**config.mk**
```make
export PLATFORM = sky130hd
export DESIGN_NAME = ks_pipe_adder
export DESIGN_NICKNAME = d
export VERILOG_FILES = /design/src/rtl/ks_pipe_adder.sv
export SDC_FILE = /design/constraint.sdc
export NUM_CORES = 1
export LEC_CHECK = 0
export CAP_MARGIN = 15
export CORE_MARGIN = 1
export CORE_UTILIZATION = 52
export DETAILED_ROUTE_END_ITERATION = 10
export GPL_TIMING_DRIVEN = 0
export PLACE_DENSITY = 0.87
export SYNTH_ARGS = -nofsm -noshare
export SYNTH_HDL_FRONTEND = slang
export SYNTH_SLANG_ARGS = --single-unit
```
**constraint.sdc**
```tcl
create_clock -name clk -period 4.04 [get_ports clk]
set_input_delay 0.808 -clock clk [delete_from_list [all_inputs] [get_ports clk]]
set_output_delay 0.808 -clock clk [all_outputs]
set_load 0.03 [all_outputs]
```
**src/rtl/ks_pipe_adder.sv**
```systemverilog
// Pipelined Kogge-Stone adder/subtractor with unsigned/signed saturation and a global-stall valid/ready pipe.
// Optional sticky overflow flag (ports sticky_ovf, clr_sticky) when KS_STICKY_OVF_EN is defined.
module ks_pipe_adder #(
    parameter int unsigned WIDTH  = 8,
    parameter int unsigned STAGES = 2
) (
    input  logic             clk,
    input  logic             rst,
    input  logic             in_valid,
    output logic             in_ready,
    input  logic [WIDTH-1:0] a,
    input  logic [WIDTH-1:0] b,
    input  logic             cin,
    input  logic [1:0]       mode,
    output logic             out_valid,
    input  logic             out_ready,
    output logic [WIDTH-1:0] sum,
    output logic             cout,
`ifdef KS_STICKY_OVF_EN
    input  logic             clr_sticky,
    output logic             sticky_ovf,
`endif
    output logic             ovf
);

    localparam int unsigned LEVELS = $clog2(WIDTH);
    localparam int unsigned BASE   = LEVELS / STAGES;
    localparam int unsigned REM    = LEVELS % STAGES;
    localparam logic [WIDTH-1:0] SMIN = {1'b1, {(WIDTH-1){1'b0}}};
    localparam logic [WIDTH-1:0] SMAX = {1'b0, {(WIDTH-1){1'b1}}};

    typedef enum logic [1:0] {
        MODE_ADD  = 2'd0,
        MODE_SUB  = 2'd1,
        MODE_USAT = 2'd2,
        MODE_SSAT = 2'd3
    } mode_e;

    typedef struct packed {
        logic [WIDTH-1:0] g;
        logic [WIDTH-1:0] p;
    } gp_t;

    typedef struct packed {
        logic             vld;
        mode_e            mode;
        logic             c0;
        logic             a_msb;
        logic             b_msb;
        logic [WIDTH-1:0] p0;
        gp_t              gp;
    } beat_t;

    // A register rank sits in front of prefix level pos when pos is the first level of ranks 1..STAGES-1.
    function automatic logic is_boundary(input int unsigned pos);
        logic hit;
        hit = 1'b0;
        for (int unsigned r = 1; r < STAGES; r++) begin
            if (r * BASE + ((r < REM) ? r : REM) == pos) hit = 1'b1;
        end
        return hit;
    endfunction

    logic             w_adv;
    logic [WIDTH-1:0] w_bp;
    logic [WIDTH-1:0] w_g0;
    logic [WIDTH-1:0] w_p0;
    logic             w_c0;
    mode_e            w_mode;
    beat_t            w_li [LEVELS+1];
    beat_t            w_lo [LEVELS];
    beat_t            w_fin;
    logic [WIDTH-1:0] w_carry;
    logic [WIDTH-1:0] w_raw;
    logic [WIDTH-1:0] w_sum;
    logic             w_sov;
    logic             w_ovf;
    logic             w_unused;

    logic             r_out_valid;
    logic [WIDTH-1:0] r_sum;
    logic             r_cout;
    logic             r_ovf;

    assign w_adv    = out_ready || !r_out_valid;
    assign in_ready = w_adv;

    always_comb begin
        w_mode  = mode_e'(mode);
        w_bp    = (w_mode == MODE_SUB) ? ~b : b;
        w_c0    = (w_mode == MODE_SUB) ? 1'b1 : cin;
        w_p0    = a ^ w_bp;
        w_g0    = a & w_bp;
        // carry-in enters as the generate of bit -1, merged into bit 0
        w_g0[0] = w_g0[0] | (w_p0[0] & w_c0);
        w_li[0].vld   = in_valid;
        w_li[0].mode  = w_mode;
        w_li[0].c0    = w_c0;
        w_li[0].a_msb = a[WIDTH-1];
        w_li[0].b_msb = w_bp[WIDTH-1];
        w_li[0].p0    = w_p0;
        w_li[0].gp.g  = w_g0;
        w_li[0].gp.p  = w_p0;
    end

    for (genvar l = 0; l < LEVELS; l++) begin : g_lvl
        localparam int unsigned D = 32'd1 << l;
        logic [WIDTH-1:0] w_g;
        logic [WIDTH-1:0] w_p;
        beat_t            w_o;
        for (genvar i = 0; i < WIDTH; i++) begin : g_bit
            if (i >= D) begin : g_op
                assign w_g[i] = w_li[l].gp.g[i] | (w_li[l].gp.p[i] & w_li[l].gp.g[i-D]);
                assign w_p[i] = w_li[l].gp.p[i] & w_li[l].gp.p[i-D];
            end else begin : g_pass
                assign w_g[i] = w_li[l].gp.g[i];
                assign w_p[i] = w_li[l].gp.p[i];
            end
        end
        always_comb begin
            w_o      = w_li[l];
            w_o.gp.g = w_g;
            w_o.gp.p = w_p;
        end
        assign w_lo[l] = w_o;
    end

    for (genvar q = 1; q <= LEVELS; q++) begin : g_pos
        if (is_boundary(q)) begin : g_reg
            beat_t r_q;
            always_ff @(posedge clk) begin
                if (rst) begin
                    r_q <= '0;
                end else if (w_adv) begin
                    r_q <= w_lo[q-1];
                end
            end
            assign w_li[q] = r_q;
        end else begin : g_wire
            assign w_li[q] = w_lo[q-1];
        end
    end

    assign w_fin    = w_li[LEVELS];
    assign w_unused = &{1'b0, w_fin.gp.p};

    always_comb begin
        w_carry = w_fin.gp.g;
        w_raw   = w_fin.p0 ^ {w_carry[WIDTH-2:0], w_fin.c0};
        w_sov   = (w_fin.a_msb == w_fin.b_msb) && (w_raw[WIDTH-1] != w_fin.a_msb);
        w_sum   = w_raw;
        w_ovf   = w_sov;
        case (w_fin.mode)
            MODE_USAT: begin
                w_sum = w_carry[WIDTH-1] ? '1 : w_raw;
                w_ovf = w_carry[WIDTH-1];
            end
            MODE_SSAT: begin
                if (w_sov) w_sum = w_fin.a_msb ? SMIN : SMAX;
            end
            default: ;
        endcase
    end

    always_ff @(posedge clk) begin
        if (rst) begin
            r_out_valid <= 1'b0;
            r_sum       <= '0;
            r_cout      <= 1'b0;
            r_ovf       <= 1'b0;
        end else if (w_adv) begin
            r_out_valid <= w_fin.vld;
            r_sum       <= w_sum;
            r_cout      <= w_carry[WIDTH-1];
            r_ovf       <= w_ovf;
        end
    end

    assign out_valid = r_out_valid;
    assign sum       = r_sum;
    assign cout      = r_cout;
    assign ovf       = r_ovf;

`ifdef KS_STICKY_OVF_EN
    logic r_sticky;
    always_ff @(posedge clk) begin
        if (rst) begin
            r_sticky <= 1'b0;
        end else if (r_out_valid && out_ready && r_ovf) begin
            r_sticky <= 1'b1;
        end else if (clr_sticky) begin
            r_sticky <= 1'b0;
        end
    end
    assign sticky_ovf = r_sticky;
`endif

endmodule

```
==> PnR_summary.wiki, run 1 <==
{| class="wikitable"
! Metric !! Value
|-
| Clock-pin transition on the worst setup and hold timing paths || 0.12 ns
|-
| Largest fanout on the critical path || 10
|-
| Number of standard-cell rows in the floorplan || 20
|-
| Die X-Extent || 60.15 µm
|-
| Sort of element at the start of the critical path || input pin
|-
| DP HPWL || 2.922 mm
|-
| Count of boundary I/O pins || 35
|-
| Worst setup path startpoint || out_ready
|-
| Wire per inst || 13.49 µm
|-
| CTS tree || yes
|-
| Maximum count of clock buffers along a single path || 2
|-
| Setup clock skew after layout || 0.01241 ns
|-
| Final critical delay including setup and external delays || 3.505 ns
|-
| Routed metal-1 wire length || 1.709 mm
|-
| Power Density || 390.0 nW/µm²
|-
| Routed length on met3 || 290 µm
|-
| Critical register-to-register path startpoint || out_valid$_SDFFE_PP0P_
|-
| Total length of routed met2 wires || 1.794 mm
|-
| Overflow left after global routing || 0
|-
| Wire length after detailed routing || 3.926 mm
|-
| Total power draw || 0.0008558 W
|-
| Number of global-route vias before repair || 1473
|-
| Level count of the clock H-tree || 2
|-
| Average cell area after synthesis || 8.534 µm²
|-
| Synth Cell Area || 1758 µm²
|-
| DRC errors left || 0
|-
| Total track usage || 25.34%
|-
| Nets in the synthesized netlist || 237
|-
| Maximum number of pins on one net before global-route repair || 12
|-
| Hold bufs inserted after CTS || 0
|-
| Multi-input gate area || 945.9 µm²
|-
| Starting Density || 56.20%
|-
| Total number of vias || 1622
|-
| Area growth syn-to-layout || 24.84%
|-
| Number of input and output port buffers inserted || 33
|-
| Number of clock sinks || 37
|-
| Die footprint || 3617 µm²
|-
| Largest delay share family, worst path || buffers and inverters
|-
| Class of the most critical hold timing path || flip-flop to flip-flop
|-
| Hold wc startpoint || g_pos[2].g_reg.r_q[4]$_SDFFE_PP0P_
|-
| Result of the run || completed
|-
| Setup TNS || 0 ns
|-
| Post-cts repair resize count || 0
|-
| Worst Path Class, Setup || input pin to output port
|-
| Net count of the finished layout || 277
|-
| Post-synthesis cell count || 206
|-
| Global-route wire length before repair || 6.561 mm
|-
| Least-Margin Pin Slew || 0.5037 ns
|-
| Count of endpoints failing hold in the final timing report || 0
|-
| Cell repeated most along the worst path || sky130_fd_sc_hd__clkdlybuf4s50_1
|-
| CP Buf/Inv Count || 6
|-
| Initial DRT Pass Iterations || 4
|-
| Highest attainable clock frequency || 285.3 MHz
|-
| Tcrit/Tclk final || 86.76%
|-
| Clock buffer count from CTS || 5
|-
| Worst setup EP type || output port
|-
| Number of unique standard cell types used by synthesis || 31
|-
| Die H || 60.15 µm
|-
| Sequential element share of the synthesized area || 42.14%
|-
| Postcts setup bufs || 0
|-
| Post-DRT Antenna Nets || 0
|-
| Worst R2R End || sum[5]$_SDFFE_PP0P_
|-
| Core Box Area || 3128 µm²
|-
| Worst-path cell chain || clkdlybuf4s50_1, nor2b_1, buf_6, inv_1, buf_4, buf_2, clkdlybuf4s50_1
|-
| Setup Viol. Count Final || 0
|-
| Number of antenna cells inserted || 0
|-
| Setup repair after global routing missed its margin || false
|-
| Final-layout fill cell count || 252
|-
| Max Transition Viols Final || 0
|-
| Setup slack of the worst register-to-register path || 2.56 ns
|-
| Worst slew slack as a fraction of its limit || 66.42%
|-
| Max-cap violations || 0
|-
| Crit path largest cell delay || 0.71 ns
|-
| GPL Wtd Cong || 0.8363
|-
| Root buffer cell || sky130_fd_sc_hd__clkbuf_4
|-
| Via count normalized by instance count || 5.574
|-
| Post-synthesis register bit count || 37
|-
| Static Leak || 0.8856 nW
|-
| Max VDD drop || 209.0 µV
|-
| Storage cell area || 740.7 µm²
|-
| Clock latency reported for the late side of the worst-skew pair || 0.36 ns
|-
| Cell with the largest stage delay on the worst path || sky130_fd_sc_hd__clkdlybuf4s50_1
|-
| Fraction of layout instances using a drive strength above 1 || 6.073%
|-
| Initial antenna violation count || 0
|-
| Synth warn || 0
|-
| Depth of the most critical reg-to-reg path || 6
|-
| Crit path depth || 7
|-
| Initial detailed-routing violation count || 113
|-
| Top Metal Used || met4
|-
| Data arrival time at the worst-slack endpoint || 2.70 ns
|-
| End point of the critical path || in_ready
|-
| Required time at the worst-slack endpoint || 3.23 ns
|}
cells in the mapped netlist:
cell type,number,area [µm²]
sky130_fd_sc_hd__xnor2_1,10,87.58
sky130_fd_sc_hd__and2_1,1,6.260
sky130_fd_sc_hd__o31a_1,1,8.760
sky130_fd_sc_hd__nor2b_1,4,25.02
sky130_fd_sc_hd__a21o_1,3,22.52
sky130_fd_sc_hd__o211ai_1,3,22.52
sky130_fd_sc_hd__nand2b_1,2,12.51
sky130_fd_sc_hd__buf_2,3,15.01
sky130_fd_sc_hd__nor3_1,4,20.02
sky130_fd_sc_hd__a21oi_1,26,130.1
sky130_fd_sc_hd__a211oi_1,5,37.54
sky130_fd_sc_hd__a21oi_2,1,8.760
sky130_fd_sc_hd__a41o_1,1,10.01
sky130_fd_sc_hd__buf_6,1,11.26
sky130_fd_sc_hd__nand3_1,2,10.01
sky130_fd_sc_hd__a22oi_1,2,15.01
sky130_fd_sc_hd__o221a_1,7,78.83
sky130_fd_sc_hd__clkbuf_1,5,18.77
sky130_fd_sc_hd__o21a_1,2,15.01
sky130_fd_sc_hd__o21ai_1,1,5.000
sky130_fd_sc_hd__buf_4,2,15.01
sky130_fd_sc_hd__nand2_1,32,120.1
sky130_fd_sc_hd__a31oi_1,1,6.260
sky130_fd_sc_hd__nand4_1,4,25.02
sky130_fd_sc_hd__inv_1,3,11.26
sky130_fd_sc_hd__nor2_1,21,78.83
sky130_fd_sc_hd__o21ai_0,8,40.04
sky130_fd_sc_hd__ha_1,8,100.1
sky130_fd_sc_hd__dfxtp_1,37,740.7
sky130_fd_sc_hd__xor2_1,5,43.79
sky130_fd_sc_hd__xnor2_2,1,16.27
cells in the final DEF, fill, tap and decap left out, drive strengths merged:
| cell type | netlist | final |
|---|---|---|
| a21oi | 27 | 27 |
| xnor2 | 11 | 11 |
| o211ai | 3 | 3 |
| clkbuf | 5 | 11 |
| a41o | 1 | 1 |
| a21o | 3 | 3 |
| clkinv | 0 | 2 |
| inv | 3 | 3 |
| a31oi | 1 | 1 |
| a211oi | 5 | 5 |
| and2 | 1 | 1 |
| nor2b | 4 | 4 |
| nor2 | 21 | 21 |
| clkdlybuf4s50 | 0 | 33 |
| a22oi | 2 | 2 |
| ha | 8 | 8 |
| nand3 | 2 | 2 |
| nor3 | 4 | 4 |
| xor2 | 5 | 5 |
| o21a | 2 | 2 |
| o221a | 7 | 7 |
| o31a | 1 | 1 |
| nand2 | 32 | 32 |
| buf | 6 | 6 |
| o21ai | 9 | 9 |
| nand4 | 4 | 4 |
| nand2b | 2 | 2 |
| dfxtp | 37 | 37 |
tightest hold or removal path, stage by stage, from the launching register on:
cell and delay, ns:
sky130_fd_sc_hd__dfxtp_1 0.33, sky130_fd_sc_hd__nand2_1 0.05, sky130_fd_sc_hd__a21oi_1 0.05
how the worst min path moves through the flow:
stage	slack (ns)	cells after the start	endpoint
final	0.46	2	g_pos[2].g_reg.r_q[4]$_SDFFE_PP0P_
after global routing	0.49	2	g_lvl[2].w_o[29]$_SDFFE_PP0P_
after CTS	0.46	2	g_pos[2].g_reg.r_q[4]$_SDFFE_PP0P_
after detailed placement	0.45	2	g_pos[2].g_reg.r_q[5]$_SDFFE_PP0P_
after global placement	0.44	2	g_pos[2].g_reg.r_q[5]$_SDFFE_PP0P_
after floorplan	0.43	2	g_lvl[2].w_o[29]$_SDFFE_PP0P_
cells by family (layout without fill, tap and decap cells):
kind of cell,Yosys count,after routing,share of synthesized area [%]
buffers and inverters,14,55,4.056
AND/OR/NAND/NOR,70,70,16.94
adder cells (fa/ha/maj),8,8,5.694
AO/OA/AOI/OAI,61,61,22.78
flip-flops,37,37,42.14
XOR/XNOR,16,16,8.398
registers in the layout (all words and copies together) (netlist names):
signal,cells
cout,1
out_valid,1
g_pos.g_reg.r_q,8
sum,8
ovf,1
g_lvl.w_g,4
g_lvl.w_o,14
per-stage QoR:
stage               util (%)  hold WS (ns)  instance area, µm²  worst slack [ns]  instances
floorplan                  -        0.4322                1758             1.755        206
global placement       68.52        0.4391                2143            0.5284        283
detailed placement     68.52        0.4458                2143            0.5384        283
CTS                    70.16        0.4632                2195            0.5238        291
global route           70.16        0.4856                2195            0.4462        291
finish                 70.16        0.4618                2195            0.5350        291
routing by layer:
layer / track usage, % / vias to the layer above
met4: 18.60 / 0
met2: 38.78 / 73
met1: 29.80 / 733
met5: 0 / -
li1: - / 800
met3: 7.359 / 16
final cells by class:
| type | count | area share (%) |
|---|---|---|
| Clock inverter | 2 | 0.4561 |
| Multi-Input combinational cell | 155 | 43.10 |
| Inverter | 3 | 0.5131 |
| Sequential cell | 37 | 33.75 |
| Tap cell | 44 | 2.509 |
| Buffer | 11 | 2.737 |
| Clock buffer | 6 | 1.881 |
| Timing Repair Buffer | 33 | 15.05 |
where the power goes:
group,internal [W],switching (W)
combinational,0.000111,0.000124
sequential,0.000404,0.0000265
clock,0.0000663,0.000124
(Power assumes the default switching activity.)
==> run 2, diff against run 1 <==
==> constraint.sdc (replaced) <==
create_clock -name clk -period 4.45 [get_ports clk]
set_input_delay 0.89 -clock clk [delete_from_list [all_inputs] [get_ports clk]]
set_output_delay 0.89 -clock clk [all_outputs]
set_load 0.03 [all_outputs]
==> results of run 2 <==
The final DEF is identical to that of run 1. Status: completed.
Among the figures that moved: setup slack after placement 0.5384 ns -> 0.7844 ns; setup slack after layout 0.5350 ns -> 0.7810 ns; register-to-register setup slack 2.56 ns -> 2.97 ns; total power 0.0008558 W -> 0.0007770 W; worst IR drop on VDD 209.0 µV -> 189.8 µV
